===== src/rtl/if_prefetch_unit.sv =====
// Decoupled instruction prefetcher: issues sequential word fetches on a req/gnt
// memory port, buffers {pc, instr} pairs in a FIFO and hands them to decode with
// a valid/ready handshake. A redirect flushes the buffer and drops in-flight data.
module if_prefetch_unit #(
  parameter int unsigned                 XLEN            = 32,
  parameter int unsigned                 IMEM_ADDR_WIDTH = 32,
  parameter int unsigned                 FIFO_DEPTH      = 4,
  parameter logic [IMEM_ADDR_WIDTH-1:0] RESET_PC        = '0
) (
  input  logic                       Clk,
  input  logic                       Reset,
  input  logic                       EX_PC_source_sel,
  input  logic [IMEM_ADDR_WIDTH-1:0] EX_PC_branch_dest,
  output logic                       IMEM_req,
  output logic [IMEM_ADDR_WIDTH-1:0] IMEM_addr,
  input  logic                       IMEM_gnt,
  input  logic                       IMEM_rvalid,
  input  logic [XLEN-1:0]            IMEM_rdata,
  input  logic                       ID_ready,
  output logic                       IF_valid,
  output logic [IMEM_ADDR_WIDTH-1:0] IF_PC,
  output logic [XLEN-1:0]            IF_Instruction
);

  localparam int unsigned PtrW = $clog2(FIFO_DEPTH);
  localparam int unsigned CntW = $clog2(FIFO_DEPTH + 1);
  localparam int unsigned SumW = CntW + 1;
  localparam logic [IMEM_ADDR_WIDTH-1:0] WordInc = IMEM_ADDR_WIDTH'(4);

  logic [IMEM_ADDR_WIDTH-1:0] r_fetch_pc, w_fetch_pc_next;
  logic [IMEM_ADDR_WIDTH-1:0] r_resp_pc, w_resp_pc_next;
  logic [CntW-1:0]            r_outstanding, w_outstanding_next;
  logic [CntW-1:0]            r_drop_cnt, w_drop_cnt_next;
  logic [CntW-1:0]            r_count, w_count_next;
  logic [PtrW-1:0]            r_wr_ptr, w_wr_ptr_next;
  logic [PtrW-1:0]            r_rd_ptr, w_rd_ptr_next;
  logic [IMEM_ADDR_WIDTH-1:0] r_pc_mem    [FIFO_DEPTH];
  logic [XLEN-1:0]            r_instr_mem [FIFO_DEPTH];

  logic                       w_grant, w_rsp, w_drop, w_push, w_pop, w_credit;
  logic [IMEM_ADDR_WIDTH-1:0] w_target;

  // Credit and handshake qualifiers
  always_comb begin
    // Masking keeps all target bits in use while forcing word alignment
    w_target = EX_PC_branch_dest & ~IMEM_ADDR_WIDTH'(3);
    w_credit = (SumW'(r_outstanding) + SumW'(r_count)) < SumW'(FIFO_DEPTH);
    IMEM_req = !Reset && !EX_PC_source_sel && w_credit;
    IMEM_addr = r_fetch_pc;
    w_grant  = IMEM_req && IMEM_gnt;
    // A response with nothing outstanding belongs to a pre-reset request
    w_rsp    = IMEM_rvalid && (r_outstanding != '0);
    w_drop   = w_rsp && (EX_PC_source_sel || (r_drop_cnt != '0));
    w_push   = w_rsp && !w_drop;
    w_pop    = (r_count != '0) && ID_ready && !EX_PC_source_sel;
  end

  // Next-state for PCs, credit counters and FIFO pointers; redirect wins
  always_comb begin
    w_outstanding_next = r_outstanding;
    if (w_grant && !w_rsp) begin
      w_outstanding_next = r_outstanding + CntW'(1);
    end else if (!w_grant && w_rsp) begin
      w_outstanding_next = r_outstanding - CntW'(1);
    end

    w_fetch_pc_next = r_fetch_pc;
    w_resp_pc_next  = r_resp_pc;
    w_drop_cnt_next = r_drop_cnt;
    w_count_next    = r_count;
    w_wr_ptr_next   = r_wr_ptr;
    w_rd_ptr_next   = r_rd_ptr;

    if (EX_PC_source_sel) begin
      w_fetch_pc_next = w_target;
      w_resp_pc_next  = w_target;
      // Everything still in flight after this cycle belongs to the old stream
      w_drop_cnt_next = r_outstanding - CntW'(w_rsp);
      w_count_next    = '0;
      w_wr_ptr_next   = '0;
      w_rd_ptr_next   = '0;
    end else begin
      if (w_grant) w_fetch_pc_next = r_fetch_pc + WordInc;
      if (w_push)  w_resp_pc_next  = r_resp_pc + WordInc;
      if (w_rsp && (r_drop_cnt != '0)) w_drop_cnt_next = r_drop_cnt - CntW'(1);
      if (w_push)  w_wr_ptr_next   = r_wr_ptr + PtrW'(1);
      if (w_pop)   w_rd_ptr_next   = r_rd_ptr + PtrW'(1);
      if (w_push && !w_pop) begin
        w_count_next = r_count + CntW'(1);
      end else if (!w_push && w_pop) begin
        w_count_next = r_count - CntW'(1);
      end
    end
  end

  // Control state registers with synchronous reset
  always_ff @(posedge Clk) begin
    if (Reset) begin
      r_fetch_pc    <= RESET_PC;
      r_resp_pc     <= RESET_PC;
      r_outstanding <= '0;
      r_drop_cnt    <= '0;
      r_count       <= '0;
      r_wr_ptr      <= '0;
      r_rd_ptr      <= '0;
    end else begin
      r_fetch_pc    <= w_fetch_pc_next;
      r_resp_pc     <= w_resp_pc_next;
      r_outstanding <= w_outstanding_next;
      r_drop_cnt    <= w_drop_cnt_next;
      r_count       <= w_count_next;
      r_wr_ptr      <= w_wr_ptr_next;
      r_rd_ptr      <= w_rd_ptr_next;
    end
  end

  // FIFO storage; contents need no reset since r_count gates visibility
  always_ff @(posedge Clk) begin
    if (w_push && !Reset) begin
      r_pc_mem[r_wr_ptr]    <= r_resp_pc;
      r_instr_mem[r_wr_ptr] <= IMEM_rdata;
    end
  end

  // Head-of-FIFO presentation to decode
  always_comb begin
    IF_valid       = r_count != '0;
    IF_PC          = r_pc_mem[r_rd_ptr];
    IF_Instruction = r_instr_mem[r_rd_ptr];
  end

endmodule


===== config.mk =====
export PLATFORM = sky130hd
export DESIGN_NAME = if_prefetch_unit
export DESIGN_NICKNAME = d
export VERILOG_FILES = /design/src/rtl/if_prefetch_unit.sv
export SDC_FILE = /design/constraint.sdc
export NUM_CORES = 1
export LEC_CHECK = 0
export BUFFER_PORTS_ARGS = -buffer_cell sky130_fd_sc_hd__buf_4
export CAP_MARGIN = 15
export CORE_UTILIZATION = 52
export CTS_CLUSTER_SIZE = 30
export DETAILED_ROUTE_END_ITERATION = 16
export PLACE_DENSITY = 0.76
export SLEW_MARGIN = 30
export SYNTH_ARGS = -nofsm -noshare
export SYNTH_HDL_FRONTEND = slang
export SYNTH_SLANG_ARGS = --single-unit

===== constraint.sdc =====
create_clock -name Clk -period 3.4 [get_ports Clk]
set_input_delay 0.68 -clock Clk [delete_from_list [all_inputs] [get_ports Clk]]
set_output_delay 0.68 -clock Clk [all_outputs]
set_load 0.05 [all_outputs]

==> impl_metrics.yaml, run 1 <==
drt:
  drc: 0
  first_pass_iters: 7
  wl_um: 28300
  drt-initial-drc-count: 712
  routed_via_density: 5.87
  antenna_left: 0
  wl_per_cell_um: 20.5
  vias: 8090
power:
  total_power_w: 0.00910
  peakVddDrop_mv: 0.385
  combPwrFrac: 0.116
  power.share.sequential: 0.498
  power-per-cell-area_nw_per_um2: 568
  swShare: 0.244
  p_clk_frac: 0.386
  p_leak_nw: 5.49
  p_int_w: 0.00688
  power_switching_w: 0.00222
synth:
  syn_area_sq_um: 13300
  syn_inst: 854
  synth_compound_area_frac: 0.0604
  synth_edf_count: 248
  yosysSeqAreaShare: 0.674
  synthTopCellsByArea: "edfxtp_1 56%, dfxtp_1 11%, mux4_2 11%, xor2_1 1.5%, nor2_1 1.4%"
  yosysWarningCount: 0
  syn_avg_cell_area_sq_um: 15.6
  netlist.area_leader.share: 0.561
  synth-main-ff-cell: "edfxtp_1"
  synth_largest_area_cell: "edfxtp_1"
  async_flop_share: 0
  ys_types: 66
  synth_xor_area_frac: 0.0251
  synth-adder-area-share: 0.0162
  ys_ff_latch: 323
  synth-simple-area-share: 0.0927
  synth_top_family_by_area: "multiplexers"
  synthMuxAreaShare: 0.111
clock_network:
  cts_hold_buf: 0
  cts_root_buf: "clkbuf_16"
  post_cts_buffers: 0
  clock_latency_ns: 0.55
  cts-buffers-inserted: 31
  cts_tree: "built"
  path_clk_slew_ns: 0.07
  clock_sinks: 323
  cts_resized: 0
  h-tree-depth: 1
  clock_tree.buffer_depth: 3
critical_path:
  path_common_cell: "buf_4"
  crit_cells: 5
  cpLargestDelayFamily: "flip-flops"
  worst_path_largest_cell_delay_ns: 0.47
  crit_fanout: 7
  worst-setup-path-type: "reg2out"
  arrival_ns: 2.38
  path_cells: "ha_1 > a311oi_4 > buf_4 > nor4b_2 > buf_4"
  required_ns: 2.72
  worstSetupStartpointType: "register"
  cp-end-kind: "primary output"
  ff2ff_path_depth: 10
  critPathBufInv: 2
  cp_slowest_cell: "dfxtp_1"
timing:
  drv_slew: 0
  hold_violations: 0
  relSlewSlack: 0.432
  fin_crit_ns: 3.06
  clock_skew_ns: 0.0151
  rsz0062_at_grt: "no"
  finalSetupViolations: 0
  finalCritPeriodShare: 0.899
  max_slew.worst_pin.slew_ns: 0.846
  fmax_ghz: 0.327
  setup_tns_ns: 0
finish:
  drive_above_1_share: 0.301
  num-fill-cells: 1795
  final_common_cell: "edfxtp_1"
  antenna_cells: 0
  syn2layout_area_growth_pct: 20.7
  final_cell_mix: "248 x edfxtp_1, 170 x buf_4, 73 x dfxtp_1"
  final_nets: 1110
grt:
  grt_pass1_wl_um: 43700
  grt-ovfl-total: 0
  grt_pass1_vias: 7882
  grt_max_degree: 63
  antenna_found_initial: 0
  grt_usage: 0.217
floorplan:
  pin_count: 168
  die-area_sq_um: 26200
  dieHeight_um: 162
  die_w_um: 162
  rows: 58
  floorplan.initialDensity: 0.529
  core-area_sq_um: 25100
hold_path:
  hold_class: "in2reg"
  holdPathStages: 1
status:
  status: "completed"
place:
  io_buffers: 161
  gp_congestion: 0.893
  hpwl_um: 18000
job:
  cap_viol_max_count: 0
## power by group through the flow
stage	clock (W)	sequential (W)	combinational (W)
CTS	0.00357	0.00453	0.00106
floorplan	0	0.00465	0.000656
global placement	0	0.00460	0.00104
detailed placement	0	0.00461	0.00106
global route	0.00372	0.00454	0.00114
finish	0.00352	0.00453	0.00106
## final timing paths
path | start | endpoint | slack (ns)
max | r_outstanding[1] | IMEM_req | 0.34
min | IMEM_rdata[15] | r_instr_mem[2][15] | 0.34
min reg2reg | IMEM_addr[31] | IMEM_addr[31] | 0.51
max reg2reg | r_outstanding[2] | r_outstanding[2] | 0.68
## logic make-up after synthesis
family | after synthesis
buf+inv | 66
simple gates | 224
flops | 323
other cells | 1
xor+xnor | 38
fa+ha+maj | 16
compound gates | 117
mux | 69
## synthesized netlist by cell type (12+ instances only)
| cell | number |
|---|---|
| a211oi_1 | 14 |
| a21oi_1 | 25 |
| a31oi_1 | 12 |
| clkbuf_1 | 27 |
| dfxtp_1 | 75 |
| edfxtp_1 | 248 |
| ha_1 | 14 |
| inv_1 | 20 |
| mux4_2 | 62 |
| nand2_1 | 49 |
| nand3_1 | 33 |
| nand4_1 | 24 |
| nor2_1 | 50 |
| o21ai_0 | 15 |
| xnor2_1 | 15 |
| xor2_1 | 23 |
## per-layer routing
metal	vias to the layer above	part of all wire	track usage
met2	346	0.48	0.349
li1	3699	-	-
met1	4009	0.43	0.306
met5	-	0	0
met4	0	0.018	0.0583
met3	36	0.075	0.0383
## through the flow
stage,setup WS (ns),hold slack [ns],area [sq um],std cells,util
global placement,0.658,0.485,15000,1321,0.596
CTS,0.334,0.310,16000,1378,0.638
detailed placement,0.635,0.508,15000,1321,0.596
floorplan,0.0451,0.469,13300,857,-
global route,0.227,0.315,16000,1378,0.638
finish,0.342,0.337,16000,1378,0.638
## state kept, by name, indices dropped and copies added (netlist names), named ones only
register,cells
r_count,3
r_outstanding,3
IMEM_addr,30
r_pc_mem,120
r_instr_mem,128
r_wr_ptr,2
r_resp_pc,30
r_rd_ptr,2
r_drop_cnt,3
## final cells by class
type,instances,area [sq um],share of cell area
timing repair buffer,178,1440,0.0896
sequential,323,8950,0.559
clock inverter,19,203,0.0126
inverter,22,83.8,0.00523
multi-input combinational,468,4080,0.254
clock buffer,38,865,0.0539
tap,330,413,0.0258
Power figures use the tool's default switching activity.
==> run 2, diff against run 1 <==
- CAP_MARGIN: 15 -> 0
- CORE_UTILIZATION: 52 -> 54
- CTS_BUF_LIST: default -> sky130_fd_sc_hd__clkbuf_8
- PLACE_DENSITY: 0.76 -> 0.78
==> impl_metrics.yaml, run 2 (synthesized netlist as in run 1, its figures left out) <==
status:
  status: "completed"
finish:
  final_common_cell: "edfxtp_1"
  multiInputGateArea_sq_um: 4080
  final_cell_mix: "248 x edfxtp_1, 170 x buf_4, 73 x dfxtp_1"
  register_area_sq_um: 8950
  num-fill-cells: 1724
  drive_above_1_share: 0.304
  largest_register_ffs: 128
  reg_top3: "r_instr_mem (128), r_pc_mem (120)"
  largest_register: "r_instr_mem"
  stdcell_count: 1404
  syn2layout_area_growth_pct: 20.1
  antenna_cells: 0
  final_nets: 1128
job:
  cap_viol_max_count: 0
critical_path:
  path_cells: "ha_1 > a311oi_4 > buf_4 > nor4b_2 > buf_4"
  cp_slowest_cell: "dfxtp_1"
  worstReg2RegEnd: "r_outstanding[2]"
  critPathBufInv: 2
  worst_path_largest_cell_delay_ns: 0.48
  required_ns: 2.72
  worst-setup-path-type: "reg2out"
  worstSetupStartpointType: "register"
  path_common_cell: "buf_4"
  arrival_ns: 2.36
  cp-end-kind: "primary output"
  r2r-start: "r_outstanding[2]"
  r2r_setup_slack_ns: 0.63
  cpLargestDelayFamily: "flip-flops"
  crit_fanout: 7
  ff2ff_path_depth: 10
clock_network:
  clock_tree.buffer_depth: 3
  h-tree-depth: 2
  cts_root_buf: "clkbuf_8"
  cts_resized: 0
  post_cts_buffers: 0
  cts_hold_buf: 0
  cts_tree: "built"
  cts-buffers-inserted: 49
  clock_latency_ns: 0.56
  path_clk_slew_ns: 0.06
  clock_sinks: 323
hold_path:
  worstHoldStart: "IMEM_rdata[10]"
  hold_end: "r_instr_mem[0][10]"
  hold_class: "in2reg"
  holdPathStages: 1
grt:
  grt_pass1_wl_um: 43900
  grt_usage: 0.222
  grt-ovfl-total: 0
  antenna_found_initial: 0
  grt_max_degree: 63
  grt_pass1_vias: 8143
power:
  power_switching_w: 0.00224
  p_leak_nw: 5.53
  power.share.sequential: 0.516
  p_int_w: 0.00653
  swShare: 0.256
  combPwrFrac: 0.120
  peakVddDrop_mv: 0.375
  p_clk_frac: 0.364
  power-per-cell-area_nw_per_um2: 550
timing:
  fin_crit_ns: 3.04
  hold_violations: 0
  clock_skew_ns: 0.0146
  fmax_ghz: 0.328
  setup_tns_ns: 0
  relSlewSlack: 0.472
  rsz0062_at_grt: "no"
  drv_slew: 0
  max_slew.worst_pin.slew_ns: 0.786
  finalCritPeriodShare: 0.895
  finalSetupViolations: 0
floorplan:
  floorplan.initialDensity: 0.548
  dieHeight_um: 159
  die-area_sq_um: 25200
  pin_count: 168
  die_w_um: 159
  rows: 57
  core-area_sq_um: 24200
place:
  dp_cells: 1315
  gp_congestion: 0.875
  hpwl_um: 17900
  io_buffers: 161
drt:
  vias: 8179
  wl_um: 27900
  wl_per_cell_um: 19.9
  drc: 0
  drt-initial-drc-count: 607
  first_pass_iters: 7
  antenna_left: 0
  routed_via_density: 5.83
-- run 2: worst max path at each step --
stage / from / to / slack (ns) / cells after the start
final: r_outstanding[1] / IMEM_req / 0.36 / 5
after global routing: r_outstanding[1] / IMEM_req / 0.26 / 5
after CTS: r_outstanding[1] / IMEM_req / 0.35 / 5
after detailed placement: EX_PC_source_sel / r_instr_mem[2][23] / 0.62 / 6
after global placement: EX_PC_source_sel / r_instr_mem[2][27] / 0.64 / 6
after floorplan: IMEM_rvalid / r_instr_mem[1][0] / 0.05 / 5
-- run 2: per-stage QoR --
| stage | utilization | area [sq um] | hold slack, ns | setup WS (ns) | power (W) |
|---|---|---|---|---|---|
| after detailed placement | 0.617 | 15000 | 0.501 | 0.620 | 0.00566 |
| final | 0.658 | 16000 | 0.314 | 0.355 | 0.00877 |
| after floorplan | - | 13300 | 0.469 | 0.0451 | 0.00531 |
| after CTS | 0.658 | 16000 | 0.294 | 0.353 | 0.00884 |
| after global placement | 0.617 | 15000 | 0.485 | 0.645 | 0.00563 |
| after global routing | 0.658 | 16000 | 0.288 | 0.260 | 0.00909 |
-- run 2: layout make-up --
| class | instances | share of cell area |
|---|---|---|
| Clock buffer | 57 | 0.0492 |
| Clock inverter | 32 | 0.0136 |
| Inverter | 22 | 0.00525 |
| Multi-Input combinational cell | 468 | 0.255 |
| Sequential cell | 323 | 0.561 |
| Tap cell | 324 | 0.0254 |
| Timing Repair Buffer | 178 | 0.0900 |
-- run 2: power by group through the flow --
stage	Combinational, W	Sequential (W)	Clock [W]
floorplan	0.000656	0.00465	0
global placement	0.00103	0.00460	0
detailed placement	0.00105	0.00461	0
CTS	0.00106	0.00453	0.00326
global route	0.00113	0.00455	0.00342
finish	0.00105	0.00453	0.00319
-- run 2: layer usage --
metal  track usage  part of all wire  up-vias
met5             0                 0        -
met3        0.0405             0.075       45
met1         0.311              0.43     4014
met2         0.356              0.48      365
li1              -                 -     3755
met4        0.0662             0.018        0
